**src/rtl/step_voice.sv**
```systemverilog
// rtl/step_voice.sv - percussive square-wave voice with linear amplitude decay
module step_voice #(
    parameter int CLK_Freq    = 50_000_000,
    parameter int SAMPLE_Freq = 16_000,
    parameter int AMP_MAX     = 24_000
) (
    input  logic        CLOCK_50,
    input  logic        iRST_N,
    input  logic        trigger,
    input  logic [15:0] tone_period,
    input  logic [14:0] decay_rate,
    output logic [15:0] audio_out_signed,
    output logic        sample_tick,
    output logic        busy
);

    localparam int                DIV       = CLK_Freq / SAMPLE_Freq;
    localparam int                DIV_W     = $clog2(DIV);
    localparam logic [DIV_W-1:0]  DIV_LAST  = DIV_W'(DIV - 1);
    localparam logic [DIV_W-1:0]  DIV_ONE   = DIV_W'(1);
    localparam logic [14:0]       AMP_START = 15'(AMP_MAX);

    typedef enum logic {IDLE, PLAY} state_t;

    state_t            r_state, w_state;
    logic [DIV_W-1:0]  r_div_cnt;
    logic              r_tick;
    logic [14:0]       r_amp, w_amp;
    logic [15:0]       r_phase, w_phase;
    logic              r_pol, w_pol;
    logic [15:0]       r_per, w_per;
    logic [14:0]       r_dec, w_dec;
    logic [15:0]       r_audio, w_audio;
    logic              r_busy, w_busy;

    logic              w_tick_c;
    logic [15:0]       w_mag;
    logic [15:0]       w_sample;

    assign w_tick_c = (r_div_cnt == DIV_LAST);
    assign w_mag    = {1'b0, r_amp};
    assign w_sample = r_pol ? w_mag : -w_mag;

    assign audio_out_signed = r_audio;
    assign sample_tick      = r_tick;
    assign busy             = r_busy;

    // Free-running sample-rate divider; the tick pulse is registered so it lines up with the new sample
    always_ff @(posedge CLOCK_50 or negedge iRST_N) begin
        if (!iRST_N) begin
            r_div_cnt <= '0;
            r_tick    <= 1'b0;
        end else begin
            r_div_cnt <= w_tick_c ? '0 : r_div_cnt + DIV_ONE;
            r_tick    <= w_tick_c;
        end
    end

    // Voice state and sample registers
    always_ff @(posedge CLOCK_50 or negedge iRST_N) begin
        if (!iRST_N) begin
            r_state <= IDLE;
            r_amp   <= '0;
            r_phase <= '0;
            r_pol   <= 1'b1;
            r_per   <= '0;
            r_dec   <= '0;
            r_audio <= '0;
            r_busy  <= 1'b0;
        end else begin
            r_state <= w_state;
            r_amp   <= w_amp;
            r_phase <= w_phase;
            r_pol   <= w_pol;
            r_per   <= w_per;
            r_dec   <= w_dec;
            r_audio <= w_audio;
            r_busy  <= w_busy;
        end
    end

    // Next-state: trigger restarts the voice and takes priority over a coincident sample tick
    always_comb begin
        w_state = r_state;
        w_amp   = r_amp;
        w_phase = r_phase;
        w_pol   = r_pol;
        w_per   = r_per;
        w_dec   = r_dec;
        w_audio = r_audio;
        w_busy  = r_busy;

        if (trigger) begin
            w_state = PLAY;
            w_amp   = AMP_START;
            w_phase = '0;
            w_pol   = 1'b1;
            w_per   = (tone_period == 16'd0) ? 16'd1 : tone_period;
            w_dec   = decay_rate;
            w_busy  = 1'b1;
            if (r_state == IDLE) begin
                w_audio = '0;
            end
        end else begin
            case (r_state)
                IDLE: begin
                    w_audio = '0;
                    w_busy  = 1'b0;
                end
                PLAY: begin
                    if (w_tick_c) begin
                        if (r_amp == 15'd0) begin
                            w_audio = '0;
                            w_state = IDLE;
                            w_busy  = 1'b0;
                        end else begin
                            w_audio = w_sample;
                            w_amp   = (r_amp > r_dec) ? (r_amp - r_dec) : 15'd0;
                            if (r_phase == r_per - 16'd1) begin
                                w_phase = '0;
                                w_pol   = ~r_pol;
                            end else begin
                                w_phase = r_phase + 16'd1;
                            end
                        end
                    end
                end
                default: w_state = IDLE;
            endcase
        end
    end

endmodule

```
**config.mk**
```make
export PLATFORM = sky130hd
export DESIGN_NAME = step_voice
export DESIGN_NICKNAME = d
export VERILOG_FILES = /design/src/rtl/step_voice.sv
export SDC_FILE = /design/constraint.sdc
export NUM_CORES = 1
export LEC_CHECK = 0
export BUFFER_PORTS_ARGS = -buffer_cell sky130_fd_sc_hd__clkbuf_2
export CORE_ASPECT_RATIO = 1.5
export CORE_MARGIN = 5
export CORE_UTILIZATION = 42
export DETAILED_ROUTE_END_ITERATION = 10
export PLACE_DENSITY = 0.69
export RECOVER_POWER = 25
export SLEW_MARGIN = 10
export SYNTH_ARGS = -nofsm -noshare
export SYNTH_HDL_FRONTEND = slang
export SYNTH_SLANG_ARGS = --single-unit
```
**constraint.sdc**
```tcl
create_clock -name CLOCK_50 -period 4.3 [get_ports CLOCK_50]
set_clock_uncertainty 0.15 [all_clocks]
set_input_delay 0.215 -clock CLOCK_50 [delete_from_list [all_inputs] [get_ports CLOCK_50]]
set_output_delay 0.215 -clock CLOCK_50 [all_outputs]
set_load 0.02 [all_outputs]
```
==> run_results.csv <==
group,metric,value,unit
status,outcome,"complete, but fails checks",
status,violations,"capacitance limit, slew limit",
synthesis,synth_area_per_cell,9.43,µm²
floorplanning,ioPinCount,52,
routing,vias,4545,
synthesis,synth_top_cell_by_area,"dfrtp_1",
critical_path,r2r_slack,1.17,ns
critical_path,end_kind,"flip-flop",
flow_run,drv_cap,1,
critical_path,worstPathRequired,4.38,ns
synthesis,synth_nets,629,
hold_path,hold_path.class,"in -> reg",
synthesis,synthTopCellsByArea,"dfrtp_1 (43%), xnor2_1 (6.0%), xor2_1 (4.7%), ha_1 (4.6%), o21ai_0 (4.5%)",
synthesis,synthSimpleGateAreaFrac,0.190,
global_route,antenna_found_initial,0,
synthesis,syn_inst,574,
critical_path,r2r_start,"r_amp[4]",
routing,route.detailed.drc,0,
routing,drt_pass1_iterations,5,
global_route,grt.total_usage,0.182,
pwr,ir_worst_vdd,198,µV
critical_path,crit_path_start,"r_amp[4]",
layout,fin_nets,707,
placed_design,finalWeightedCongestion,0.912,
layout,antenna_cells,0,
critical_path,cpLargestDelayFamily,"simple AND/OR/NAND/NOR gates",
global_route,grt_pass1_vias,4799,
placed_design,dp_hpwl,9560,µm
critical_path,r2r_end,"r_phase[6]",
synthesis,synth_compound_area_frac,0.153,
synthesis,synthAdderAreaFrac,0.0500,
sta,setup-tns-final,0,ns
floorplanning,core_area,12600,µm²
sta,period_needed,3.13,ns
routing,wl_met1,4920,µm
critical_path,critical_path_peak_fanout,14,
sta,rsz0062_at_grt,"false",
synthesis,yosysSeqAreaShare,0.435,
sta,drv_slew,62,
floorplanning,die-width,103,µm
sta,post-route-period-util,0.729,
synthesis,synthDistinctLibCells,64,
sta,worst_slew_pin_slew,1.54,ns
synthesis,synth_flop_cell,"dfrtp_1",
critical_path,critical_path_depth,7,
placed_design,place_area,5800,µm²
cts,htreeDepth,3,
global_route,gr-total-overflow,0,
cts,cts_tree,"done",
hold_path,min_delay_path_depth,3,
global_route,grt_start_max_net_pins,64,
critical_path,critPathSlowestCell,"nor4_1",
routing,wire_per_inst,16.1,µm
routing,routed-wl-met3,574,µm
placed_design,portBuffers,51,
sta,timing.fmax,0.319,GHz
floorplanning,die_h,149,µm
sta,fin_hold_ws,0.0243,ns
critical_path,worstPathArrival,3.21,ns
synthesis,synthMuxAreaShare,0.0268,
sta,slew_headroom,-0.0255,
synthesis,synth_top_family_by_area,"simple AND/OR/NAND/NOR gates",
routing,top_layer,"met4",
synthesis,synthXorXnorAreaFrac,0.107,
cts,cts.path.max_buffers,2,
layout,drive_gt1_frac,0.110,
cts,clock_latency,0.34,ns
cts,root_buffer,"clkbuf_16",
synthesis,netlist_area,5410,µm²
routing,first_iter_violations,177,
synthesis,synth-async-reset-ratio,1.00,
routing,routed_wl,13000,µm
synthesis,ys_seq_elements,94,
critical_path,critical_path_buf_inv_count,0,
floorplanning,rows,50,
synthesis,synth_common_cells,"dfrtp_1 (93), nand2_1 (54), nor2_1 (49), o21ai_0 (49), xnor2_1 (37)",
critical_path,rr_worst_depth,7,
synthesis,yosysWarnings,0,
sta,finalSetupViolations,0,
pwr,leakage,2.77,nW
layout,final_cell_area,6400,µm²
cts,clock-sinks,94,
critical_path,crit_type,"reg -> reg",
critical_path,slowest_delay,0.76,ns
synthesis,synth_edf_count,0,
pwr,p_per_area,327,nW/µm²
routing,vias_per_cell,5.60,
layout,area_delta_synth_final,18.3,%
sta,hold_violations,0,
critical_path,cp_cell_sequence,"nor4_1 > and4_1 > a211o_1 > and2_1 > or3_1 > xor2_1 > nor2_1",
floorplanning,start_util,0.430,
global_route,grt_pass1_wl,22200,µm
synthesis,yosys.cell_count.top_type,"dfrtp_1",
cts,cts.clk_slew.worst_paths,0.06,ns
synthesis,synth.top_cell.area_share,0.430,
critical_path,critical_path.endpoint,"r_phase[6]",
critical_path,start_kind,"flip-flop",
cts,cts_made_buffers,9,
routing,antenna_left,0,
routing,met2RoutedLength,7140,µm
floorplanning,fp.dieArea,15300,µm²
==> worst register-to-register path, cell delays in order (launching register included) <==
cell and delay, ns:
dfrtp_1 0.44, nor4_1 0.76, and4_1 0.41, a211o_1 0.30
and2_1 0.54, or3_1 0.22, xor2_1 0.15, nor2_1 0.06
==> registers in the layout, indices dropped and copies added (netlist names) <==
register / flops
r_per: 16
r_div_cnt: 12
r_dec: 15
r_state: 1
busy: 1
sample_tick: 1
r_pol: 1
r_amp: 15
r_phase: 16
audio_out_signed: 16
==> metal layers <==
metal,vias to the layer above,global-route usage
met4,0,0.0854
met3,31,0.0271
met2,104,0.336
li1,2186,-
met1,2224,0.199
met5,-,0
==> cell usage in the layout, fill, tap and decap left out, types with 3 or more instances in the layout <==
cell and count:
nor4b_1 4, o21ai_0 49, ha_1 20, nand3_1 21
dfrtp_1 93, a31oi_1 5, xnor2_1 37, nor4_1 10
clkbuf_16 9, o31a_1 3, and2_1 5, a211oi_1 3
a21oi_1 26, a21o_1 7, nor2b_1 5, nor3_1 15
inv_1 33, xor2_1 29, nand2_1 54, and4_1 4
o31ai_1 4, clkbuf_1 20, and3_1 5, a22o_1 8
dlygate4sd3_1 31, clkbuf_2 31, nand4_1 12, nor2_1 49
o2111ai_1 3, mux2_2 12
==> what timing repair did <==
action	4_1_cts	5_1_grt
hold buffers	31	0
setup buffers	0	0
endpoints found under the hold margin	89	0
gates resized for setup	0	0
==> report_power, final <==
| group | switching (W) | internal [W] | total [W] | leakage, nW |
|---|---|---|---|---|
| clock | 0.000337 | 0.000523 | 0.000860 | 0.151 |
| sequential | 0.0000333 | 0.000919 | 0.000952 | 1.15 |
| combinational | 0.000161 | 0.000120 | 0.000282 | 1.47 |
| total | 0.000532 | 0.00156 | 0.00209 | 2.77 |
==> logic make-up after synthesis <==
| logic type | after synthesis |
|---|---|
| AOI/OAI and AO/OA | 130 |
| xor gates and xnor gates | 66 |
| muxes | 13 |
| and+or+nand+nor | 200 |
| buffers and inverters | 50 |
| adders and majority gates | 21 |
| DFF | 94 |
==> through the flow <==
stage	instances	utilization	setup WS [ns]	power, W
3_3_place_gp	766	0.461	1.30	0.00122
5_1_grt	812	0.509	0.943	0.00218
3_5_place_dp	766	0.461	1.25	0.00123
2_1_floorplan	574	-	1.53	0.00114
4_1_cts	812	0.511	1.17	0.00211
6_report	812	0.509	1.17	0.00209
==> how the worst min path moves through the flow <==
stage	startpoint	endpoint	slack [ns]
after detailed placement	iRST_N	r_per[15]	0.21
final	tone_period[0]	r_per[0]	0.02
after floorplan	iRST_N	audio_out_signed[0]	-0.23
after CTS	tone_period[0]	r_per[0]	0.02
after global placement	iRST_N	r_per[15]	0.20
after global routing	tone_period[0]	r_per[0]	0.04
==> layout make-up <==
cell class                 instances  area (µm²)
timing repair buffer              84         556
multi-input combinational        430        2850
sequential                        94        2350
fill                            1133        6170
tap                              156         195
inverter                          33         124
clock buffer                      10         239
clock inverter                     5        83.8
Power figures use the tool's default switching activity.
